## config.mk

```make
export PLATFORM = sky130hd
export DESIGN_NAME = maze_io_frontend
export DESIGN_NICKNAME = d
export VERILOG_FILES = /design/src/rtl/maze_io_frontend.sv
export SDC_FILE = /design/constraint.sdc
export NUM_CORES = 1
export LEC_CHECK = 0
export BUFFER_PORTS_ARGS = -buffer_cell sky130_fd_sc_hd__buf_2
export CAP_MARGIN = 40
export CORE_ASPECT_RATIO = 1.1
export CORE_MARGIN = 3
export CORE_UTILIZATION = 30
export CTS_CLUSTER_SIZE = 24
export DETAILED_ROUTE_END_ITERATION = 10
export PLACE_DENSITY = 0.47
export SETUP_SLACK_MARGIN = 0.2
export SYNTH_ARGS = -nofsm -noshare
export SYNTH_HDL_FRONTEND = slang
export SYNTH_SLANG_ARGS = --single-unit
```

## constraint.sdc

```tcl
create_clock -name clk -period 5 [get_ports clk]
set_clock_uncertainty 0.1 [all_clocks]
set_input_delay 0.5 -clock clk [delete_from_list [all_inputs] [get_ports clk]]
set_output_delay 0.5 -clock clk [all_outputs]
set_load 0.05 [all_outputs]
```

## src/rtl/maze_io_frontend.sv

```systemverilog
// Board-side I/O for the maze bomb: four button debouncers producing press pulses,
// and a WS2812-style serial driver painting the 8x8 player/goal matrix.

module maze_io_debounce #(
  parameter int DEB_CYCLES = 1_000_000
) (
  input  logic clk,
  input  logic rst,
  input  logic btn_n_i,
  output logic pulse_o
);
  localparam int CW = (DEB_CYCLES > 1) ? $clog2(DEB_CYCLES) : 1;
  localparam logic [CW-1:0] CNT_LAST = CW'(DEB_CYCLES - 1);

  logic [1:0]    sync_q;
  logic [CW-1:0] cnt_q, cnt_d;
  logic          stable_q, stable_d, prev_q, pulse_q;

  // Counter only runs while the synchronised level disagrees with the accepted one.
  always_comb begin
    cnt_d    = '0;
    stable_d = stable_q;
    if (sync_q[1] != stable_q) begin
      if (cnt_q == CNT_LAST) stable_d = sync_q[1];
      else                   cnt_d    = cnt_q + 1'b1;
    end
  end

  always_ff @(posedge clk or negedge rst) begin
    if (!rst) begin
      sync_q   <= '0;
      cnt_q    <= '0;
      stable_q <= 1'b0;
      prev_q   <= 1'b0;
      pulse_q  <= 1'b0;
    end else begin
      sync_q   <= {sync_q[0], ~btn_n_i};
      cnt_q    <= cnt_d;
      stable_q <= stable_d;
      prev_q   <= stable_q;
      pulse_q  <= stable_q & ~prev_q;
    end
  end

  assign pulse_o = pulse_q;
endmodule

module maze_io_frontend #(
  parameter int DEB_CYCLES   = 1_000_000,
  parameter int BIT_CYCLES   = 63,
  parameter int T0H_CYCLES   = 20,
  parameter int T1H_CYCLES   = 40,
  parameter int RESET_CYCLES = 2600,
  parameter int FAIL_HOLD    = 25_000_000
) (
  input  logic       clk,
  input  logic       rst,
  input  logic       btn_u_n,
  input  logic       btn_d_n,
  input  logic       btn_l_n,
  input  logic       btn_r_n,
  output logic       u_p,
  output logic       d_p,
  output logic       l_p,
  output logic       r_p,
  input  logic [2:0] current_state,
  input  logic [2:0] cur_x,
  input  logic [2:0] cur_y,
  input  logic [2:0] final_x,
  input  logic [2:0] final_y,
  input  logic       win,
  input  logic       fail,
  output logic       dout
);
  localparam int NUM_BTN = 4;
  localparam int FW      = $clog2(FAIL_HOLD + 1);
  localparam int CYC_MAX = (RESET_CYCLES > BIT_CYCLES) ? RESET_CYCLES : BIT_CYCLES;
  localparam int CYW     = $clog2(CYC_MAX);
  localparam logic [CYW-1:0] GAP_LAST = CYW'(RESET_CYCLES - 1);
  localparam logic [CYW-1:0] BIT_LAST = CYW'(BIT_CYCLES - 1);
  localparam logic [23:0] C_OFF = 24'h000000;
  localparam logic [23:0] C_GRN = 24'h100000;
  localparam logic [23:0] C_RED = 24'h001000;

  // ---------------- buttons ----------------
  logic [NUM_BTN-1:0] btn_n, pls;
  assign btn_n = {btn_r_n, btn_l_n, btn_d_n, btn_u_n};

  for (genvar i = 0; i < NUM_BTN; i++) begin : g_deb
    maze_io_debounce #(.DEB_CYCLES(DEB_CYCLES)) u_deb (
      .clk     (clk),
      .rst     (rst),
      .btn_n_i (btn_n[i]),
      .pulse_o (pls[i])
    );
  end

  assign {r_p, l_p, d_p, u_p} = pls;

  // ---------------- fail hold ----------------
  logic [FW-1:0] fhold_q;

  always_ff @(posedge clk or negedge rst) begin
    if (!rst)                 fhold_q <= '0;
    else if (fail)            fhold_q <= FW'(FAIL_HOLD);
    else if (fhold_q != '0)   fhold_q <= fhold_q - 1'b1;
  end

  // ---------------- LED driver ----------------
  typedef enum logic {S_GAP, S_BIT} drv_state_e;

  typedef struct packed {
    logic       on;
    logic       win;
    logic       red;
    logic [5:0] cur;
    logic [5:0] fin;
  } snap_t;

  drv_state_e     state_q, state_d;
  logic [CYW-1:0] cyc_q, cyc_d;
  logic [4:0]     bit_q, bit_d;
  logic [5:0]     led_q, led_d;
  snap_t          snap_q, snap_d, snap_live;
  logic           load;
  logic [23:0]    col_d;
  logic           bitv_d;
  logic [CYW-1:0] high_d;
  logic           dout_q, dout_d;

  // LED index y*8+x is exactly {y, x}, so positions compare directly against it.
  function automatic logic [23:0] cell_colour(input snap_t s, input logic [5:0] idx);
    logic [23:0] c;
    c = C_OFF;
    if (!s.on)             c = C_OFF;
    else if (s.win)        c = C_GRN;
    else if (s.red)        c = C_RED;
    else if (idx == s.cur) c = C_GRN;
    else if (idx == s.fin) c = C_RED;
    return c;
  endfunction

  always_comb begin
    snap_live.on  = (current_state == 3'd2);
    snap_live.win = win;
    snap_live.red = (fhold_q != '0);
    snap_live.cur = {cur_y, cur_x};
    snap_live.fin = {final_y, final_x};
  end

  always_comb begin
    state_d = state_q;
    cyc_d   = cyc_q + 1'b1;
    bit_d   = bit_q;
    led_d   = led_q;
    load    = 1'b0;
    case (state_q)
      S_GAP: begin
        if (cyc_q == GAP_LAST) begin
          state_d = S_BIT;
          cyc_d   = '0;
          bit_d   = '0;
          led_d   = '0;
          load    = 1'b1;
        end
      end
      S_BIT: begin
        if (cyc_q == BIT_LAST) begin
          cyc_d = '0;
          if (bit_q == 5'd23) begin
            bit_d = '0;
            if (led_q == 6'd63) begin
              state_d = S_GAP;
              led_d   = '0;
            end else begin
              led_d = led_q + 1'b1;
            end
          end else begin
            bit_d = bit_q + 1'b1;
          end
        end
      end
      default: state_d = S_GAP;
    endcase
  end

  // dout is registered from the next-state view so the line is glitch-free and
  // the first high edge after the gap lands exactly RESET_CYCLES after release.
  always_comb begin
    snap_d = load ? snap_live : snap_q;
    col_d  = cell_colour(snap_d, led_d);
    bitv_d = col_d[5'd23 - bit_d];
    high_d = bitv_d ? CYW'(T1H_CYCLES) : CYW'(T0H_CYCLES);
    dout_d = (state_d == S_BIT) && (cyc_d < high_d);
  end

  always_ff @(posedge clk or negedge rst) begin
    if (!rst) begin
      state_q <= S_GAP;
      cyc_q   <= '0;
      bit_q   <= '0;
      led_q   <= '0;
      snap_q  <= '0;
      dout_q  <= 1'b0;
    end else begin
      state_q <= state_d;
      cyc_q   <= cyc_d;
      bit_q   <= bit_d;
      led_q   <= led_d;
      snap_q  <= snap_d;
      dout_q  <= dout_d;
    end
  end

  assign dout = dout_q;
endmodule

```

==> results of run 1 <==
[report_power, final]
group	switching (mW)	total (mW)	internal (mW)
sequential	0.0215	1.38	1.36
clock	0.561	1.31	0.752
combinational	0.0755	0.121	0.0452
[how the worst max path moves through the flow]
stage	to	start	slack [ps]	cells past startpoint
after detailed placement	dout	cyc_q[0]	360	15
after floorplan	dout	cyc_q[0]	980	16
final	dout	cyc_q[0]	520	16
after CTS	dout	cyc_q[0]	360	15
after global routing	dout	cyc_q[0]	280	17
after global placement	dout	cyc_q[0]	500	15
[cells in the mapped netlist, drive strengths merged, types with 7 or more instances]
cell and n:
nand2 87, nand3 40, nor2 106, dfrtp 165, nor4 9, a21oi 35
clkbuf 21, nor4b 9, mux2 9, o21ai 27, and4 7, xor2 44
nand4 13, or3 26, nand2b 14, and3 35, nor3 13, xnor2 47
ha 12, inv 20
[state kept, by name (all words and copies together), names as in the netlist]
name,flops
g_deb.u_deb.cnt_q,80
fhold_q,25
snap_q,15
cyc_q,12
g_deb.u_deb.sync_q,8
led_q,6
bit_q,5
g_deb.u_deb.prev_q,4
g_deb.u_deb.pulse_o,4
g_deb.u_deb.stable_q,4
dout,1
state_q,1
[cells by family after synthesis]
family,share of synthesized area
AO/OA/AOI/OAI,0.0708
multiplexers,0.0163
buffers and inverters,0.0215
AND/OR/NAND/NOR,0.260
XOR/XNOR,0.0991
flip-flops,0.513
adder cells (fa/ha/maj),0.0187
[through the flow]
step           power [mW]  hold slack [ps]  std cells  area, um^2   util
6_report             2.81              105       1211        9240  0.352
5_1_grt              2.94             94.2       1211        9240  0.352
4_1_cts              2.87             81.5       1208        9210  0.351
3_5_place_dp         1.53              210       1175        8610  0.328
3_3_place_gp         1.53              233       1174        8580  0.327
2_1_floorplan        1.47              104        813        8050      -
[area by class of cell]
| cell class | count | area (um^2) |
|---|---|---|
| well taps | 352 | 440 |
| inverters | 20 | 75.1 |
| repair buffers | 39 | 254 |
| clock inverters | 14 | 151 |
| flip-flops and latches | 165 | 4130 |
| fillers | 2746 | 17000 |
| multi-input cells | 603 | 3750 |
| clock buffers | 18 | 439 |
[worst register-to-register path, stage by stage, from the launching register on]
cell and delay (ps):
sky130_fd_sc_hd__dfrtp_1 420, sky130_fd_sc_hd__ha_1 270, sky130_fd_sc_hd__nand4b_1 260, sky130_fd_sc_hd__nor4_4 330, sky130_fd_sc_hd__buf_4 190, sky130_fd_sc_hd__mux2_2 370, sky130_fd_sc_hd__nand3_1 80, sky130_fd_sc_hd__or4b_1 460
sky130_fd_sc_hd__nand4b_1 230, sky130_fd_sc_hd__a311o_1 380, sky130_fd_sc_hd__o21ai_2 90, sky130_fd_sc_hd__inv_1 90, sky130_fd_sc_hd__ha_1 290, sky130_fd_sc_hd__a21oi_1 150, sky130_fd_sc_hd__nand4_1 140, sky130_fd_sc_hd__or4_1 430
sky130_fd_sc_hd__o21ai_2 120
[layer usage]
layer  track usage  part of all wire
met1         0.168              0.51
met2         0.180              0.44
met3        0.0275             0.030
met4        0.0402             0.016
met5             0                 0
[repair_timing]
action / 4_1_cts / 5_1_grt
hold buffers: 1 / 0
endpoints found under the hold margin: 6 / 0
setup buffers: 0 / 3
setup endpoints to repair: 0 / 1
gates resized for setup: 0 / 1
==> flow_summary.toml, run 1 <==
[worst_setup_path]
critical_path_required_ps = 5260
crit-reg2reg-capture = "dout"
critPathBufInv = 2
r2r-start = "cyc_q[0]"
cp_cell_sequence = "ha_1 > nand4b_1 > nor4_4 > buf_4 > mux2_2 > nand3_1 > or4b_1 > nand4b_1 > a311o_1 > o21ai_2 > inv_1 > ha_1 > a21oi_1 > nand4_1 > or4_1 > o21ai_2"
timing_worst_setup_path_type = "reg -> reg"
regToRegSetupSlack_ps = 520
path_delay_family = "simple AND/OR/NAND/NOR gates"
worstPathMaxFanout = 7
critical-path-slowest-cell = "sky130_fd_sc_hd__or4b_1"
delay_of_the_slowest_cell_on_the_worst_path_ps = 460
worst_ep_arrival_time_ps = 4740
r2r.worst_path.cells = 16
worstSetupEndpointType = "flip-flop"
setup.worst_path.start_class = "flip-flop"

[logic_synthesis]
most_used_flip_flop_cell_after_synthesis = "sky130_fd_sc_hd__dfrtp_1"
ys_warn_count = 0
synth_edf_count = 0
post_synth_net_total = 848
synth.yosys.seq_area_share = 0.513
synth_top_area_frac = 0.513
synthesis.area_per_instance_um2 = 9.90
synth_top_cell_by_area = "sky130_fd_sc_hd__dfrtp_1"
post_synth_num_cell_types = 59
synth.cell_area_um2 = 8050
post_synth_inst_count = 813
async_flop_share = 1.00
ys_seq_elements = 165
synth.area.top_cells = "sky130_fd_sc_hd__dfrtp_1 51%, sky130_fd_sc_hd__xnor2_1 5.1%, sky130_fd_sc_hd__nor2_1 4.9%, sky130_fd_sc_hd__xor2_1 4.8%, sky130_fd_sc_hd__nand2_1 4.1%"

[placement]
dp_hpwl_um = 10800
pre_cts_slack_ps = 356
weighted_congestion_at_the_end_of_routability_driven_global_placement = 0.780
port_buffers = 27

[floorplanning]
fp.dieW_um = 162
core_area_um2 = 26200
standard_cell_rows = 62
pin_count = 28
dieArea_um2 = 28800
die_height_um = 178
floorplan.initialDensity = 0.307

[layout]
most-common-layout-cells = "165 x sky130_fd_sc_hd__dfrtp_1, 106 x sky130_fd_sc_hd__nor2_1, 87 x sky130_fd_sc_hd__nand2_1"
antennaDiodeCount = 0
drive_gt1_frac = 0.113
design.final.nets = 881
mostFrequentLayoutCell = "sky130_fd_sc_hd__dfrtp_1"
area_delta_synth_final_pct = 14.8

[power_and_ir_drop]
power.density_cell_area_nw_per_um2 = 305
power_leakage_nw = 4.04
peak_supply_drop_mv = 0.173

[job]
max_cap_violations = 0

[global_routing]
grt_max_degree = 89
grt_remaining_overflow = 0
grt_pass1_vias = 5722
initial_antenna_violation_count = 0
grt_usage = 0.119
grt_first_pass_wirelength_um = 28300

[routing]
routed-via-count = 5759
ant_nets = 0
first_pass_iters = 4
detail_route.wl_per_cell_um = 13.2
totalWireLength_um = 15900
drt_iter0_drc = 238
post_drt_via_cell_ratio = 4.76
post-route-drc-count = 0

[clock_tree]
clockBufferDepth = 2
ctsRootBufferMaster = "sky130_fd_sc_hd__clkbuf_16"
clkSinkCount = 165
clk_pin_slew_ps = 70
clock_latency_ps = 430
cts_tree = "yes"
num_cts_buffers = 17
cts.htree.levels = 4

[timing]
min_period_over_period = 0.896
finalCriticalPeriod_ps = 4480
finalHoldViolCount = 0
worst_path_setup_slack_after_routing_ps = 521
clock.fmax_ghz = 0.223
setup_viol_count_final = 0
fin_setup_tns_ps = 0
slew-limit-headroom = 0.490
worst_pin_slew_ps = 766
drv_slew = 0
grt_setup_unrepaired = "no"

[run_status]
outcome = "finished clean"

[worst_hold_path]
hold-path-cell-count = 2
min_path_type = "in -> reg"
whs_endpoint = "g_deb[1].u_deb.sync_q[0]"
hold_start = "btn_d_n"
(Power assumes the default switching activity.)
==> inputs of run 2 (changes only) <==
--- a/config.mk
+++ b/config.mk
@@ -8,11 +8,11 @@
 export BUFFER_PORTS_ARGS = -buffer_cell sky130_fd_sc_hd__buf_2
 export CAP_MARGIN = 40
 export CORE_ASPECT_RATIO = 1.1
-export CORE_MARGIN = 3
 export CORE_UTILIZATION = 30
 export CTS_CLUSTER_SIZE = 24
 export DETAILED_ROUTE_END_ITERATION = 10
-export PLACE_DENSITY = 0.47
+export PLACE_DENSITY = 0.49
+export REMOVE_ABC_BUFFERS = 1
 export SETUP_SLACK_MARGIN = 0.2
 export SYNTH_ARGS = -nofsm -noshare
 export SYNTH_HDL_FRONTEND = slang
==> constraint.sdc (replaced) <==
create_clock -name clk -period 3.8 [get_ports clk]
set_clock_uncertainty 0.1 [all_clocks]
set_input_delay 0.38 -clock clk [delete_from_list [all_inputs] [get_ports clk]]
set_output_delay 0.38 -clock clk [all_outputs]
set_load 0.05 [all_outputs]
==> flow_summary.toml, run 2 (same netlist as run 1, synthesis figures left out) <==
[floorplanning]
standard_cell_rows = 62
die_height_um = 174
core_area_um2 = 26200
fp.dieW_um = 158
floorplan.initialDensity = 0.307
dieArea_um2 = 27500
pin_count = 28

[placement]
dp_hpwl_um = 11100
weighted_congestion_at_the_end_of_routability_driven_global_placement = 0.770
pre_cts_slack_ps = -555
detailed_place.area_um2 = 9320
port_buffers = 27

[power_and_ir_drop]
power.density_cell_area_nw_per_um2 = 389
peak_supply_drop_mv = 0.209
power_leakage_nw = 4.54
total_power_mw = 3.92

[routing]
totalWireLength_um = 16500
detail_route.wl_per_cell_um = 12.6
drt_iter0_drc = 355
routed-via-count = 6037
ant_nets = 0
first_pass_iters = 4
post-route-drc-count = 0
post_drt_via_cell_ratio = 4.62

[clock_tree]
num_cts_buffers = 17
clkSinkCount = 165
clk_pin_slew_ps = 70
cts_tree = "yes"
ctsRootBufferMaster = "sky130_fd_sc_hd__clkbuf_16"
cts.htree.levels = 4
clockBufferDepth = 2
clock_latency_ps = 420

[job]
max_cap_violations = 0

[timing]
drv_slew = 0
min_period_over_period = 1.07
worst_pin_slew_ps = 747
worst_path_setup_slack_after_routing_ps = -264
setup_viol_count_final = 1
finalHoldViolCount = 0
clock.fmax_ghz = 0.246
finalCriticalPeriod_ps = 4060
fin_worst_hold_slack_ps = 55.2
grt_setup_unrepaired = "yes"
slew-limit-headroom = 0.502

[global_routing]
grt_first_pass_wirelength_um = 28500
grt_max_degree = 99
initial_antenna_violation_count = 0
grt_remaining_overflow = 0
grt_pass1_vias = 5996
grt_usage = 0.129

[layout]
area_delta_synth_final_pct = 25.2
fill_cell_instance_count_of_the_final_layout = 2653
antennaDiodeCount = 0
flip_flop_count_of_the_largest_register_after_layout = 80
biggest_registers_after_layout = "g_deb.u_deb.cnt_q (80), fhold_q (25), snap_q (15)"
design_area_um2 = 10100
most-common-layout-cells = "165 x sky130_fd_sc_hd__dfrtp_1, 106 x sky130_fd_sc_hd__nor2_1, 104 x sky130_fd_sc_hd__buf_4"
area_of_the_multi_input_gates_um2 = 3800
design.final.nets = 978
registers.top_by_ff_count = "g_deb.u_deb.cnt_q"
drive_gt1_frac = 0.208
seqCellArea_um2 = 4130
mostFrequentLayoutCell = "sky130_fd_sc_hd__dfrtp_1"

[run_status]
violations = "setup timing"
outcome = "complete, but fails checks"

[worst_hold_path]
min_path_type = "in -> reg"

[worst_setup_path]
setup.worst_path.start_class = "flip-flop"
timing_worst_setup_path_type = "reg -> reg"
critical_path_required_ps = 4050
worst_ep_arrival_time_ps = 4310
worstPathMaxFanout = 5
worstSetupEndpointType = "flip-flop"
## run 2: worst max-delay path: stages (launching register included)
cell and delay (ps):
sky130_fd_sc_hd__dfrtp_1 390, sky130_fd_sc_hd__ha_1 200, sky130_fd_sc_hd__nand4b_1 140, sky130_fd_sc_hd__buf_4 170
sky130_fd_sc_hd__nor4_4 190, sky130_fd_sc_hd__buf_4 180, sky130_fd_sc_hd__buf_4 140, sky130_fd_sc_hd__a221o_1 110
sky130_fd_sc_hd__o211ai_1 80, sky130_fd_sc_hd__or4b_1 510, sky130_fd_sc_hd__nand4b_1 250, sky130_fd_sc_hd__a311o_1 330
sky130_fd_sc_hd__o21ai_2 90, sky130_fd_sc_hd__inv_2 80, sky130_fd_sc_hd__ha_4 220, sky130_fd_sc_hd__a21oi_2 110
sky130_fd_sc_hd__nand4_1 150, sky130_fd_sc_hd__or4_4 450, sky130_fd_sc_hd__o21ai_2 120
## run 2: layer usage
layer,global-route usage,share of wire
met1,0.177,0.51
met4,0.0385,0.011
met3,0.0280,0.022
met2,0.202,0.46
met5,0,0
## run 2: where the power goes
| group | switching (mW) | internal [mW] | total, mW |
|---|---|---|---|
| Sequential | 0.0201 | 1.79 | 1.81 |
| Combinational | 0.114 | 0.0888 | 0.203 |
| Clock | 0.731 | 1.17 | 1.90 |
| Total | 0.865 | 3.05 | 3.92 |
## run 2: what timing repair did
item,4_1_cts,5_1_grt
buffers inserted,1,1
setup endpoints to repair,1,1
pin swaps,6,2
gates resized for setup,11,1
hold buffers,4,0
endpoints found under the hold margin,70,0
## run 2: area by class of cell
type                       instances  area share
sequential                       165       0.410
multi-input combinational        603       0.377
timing repair buffer             136      0.0975
tap                              352      0.0437
clock buffer                      17      0.0422
clock inverter                    14      0.0221
inverter                          20     0.00745
## run 2: final timing paths
kind,startpoint,endpoint,slack (ps),cells after the start
max in group asynchronous,rst,led_q[5],2220,3
min in group asynchronous,rst,g_deb[0].u_deb.cnt_q[8],410,2
hold / removal,btn_r_n,g_deb[3].u_deb.sync_q[0],60,2
hold reg to reg,g_deb[1].u_deb.sync_q[0],g_deb[1].u_deb.sync_q[1],250,0
setup reg to reg,cyc_q[0],dout,-260,18
setup / recovery,cyc_q[0],dout,-260,18
## run 2: through the flow
stage               cells  utilization  TNS (ps)
floorplan             788            -      -647
global placement     1270        0.355      -419
detailed placement   1270        0.355      -555
CTS                  1306        0.384      -276
global route         1307        0.384      -540
finish               1307        0.384      -264
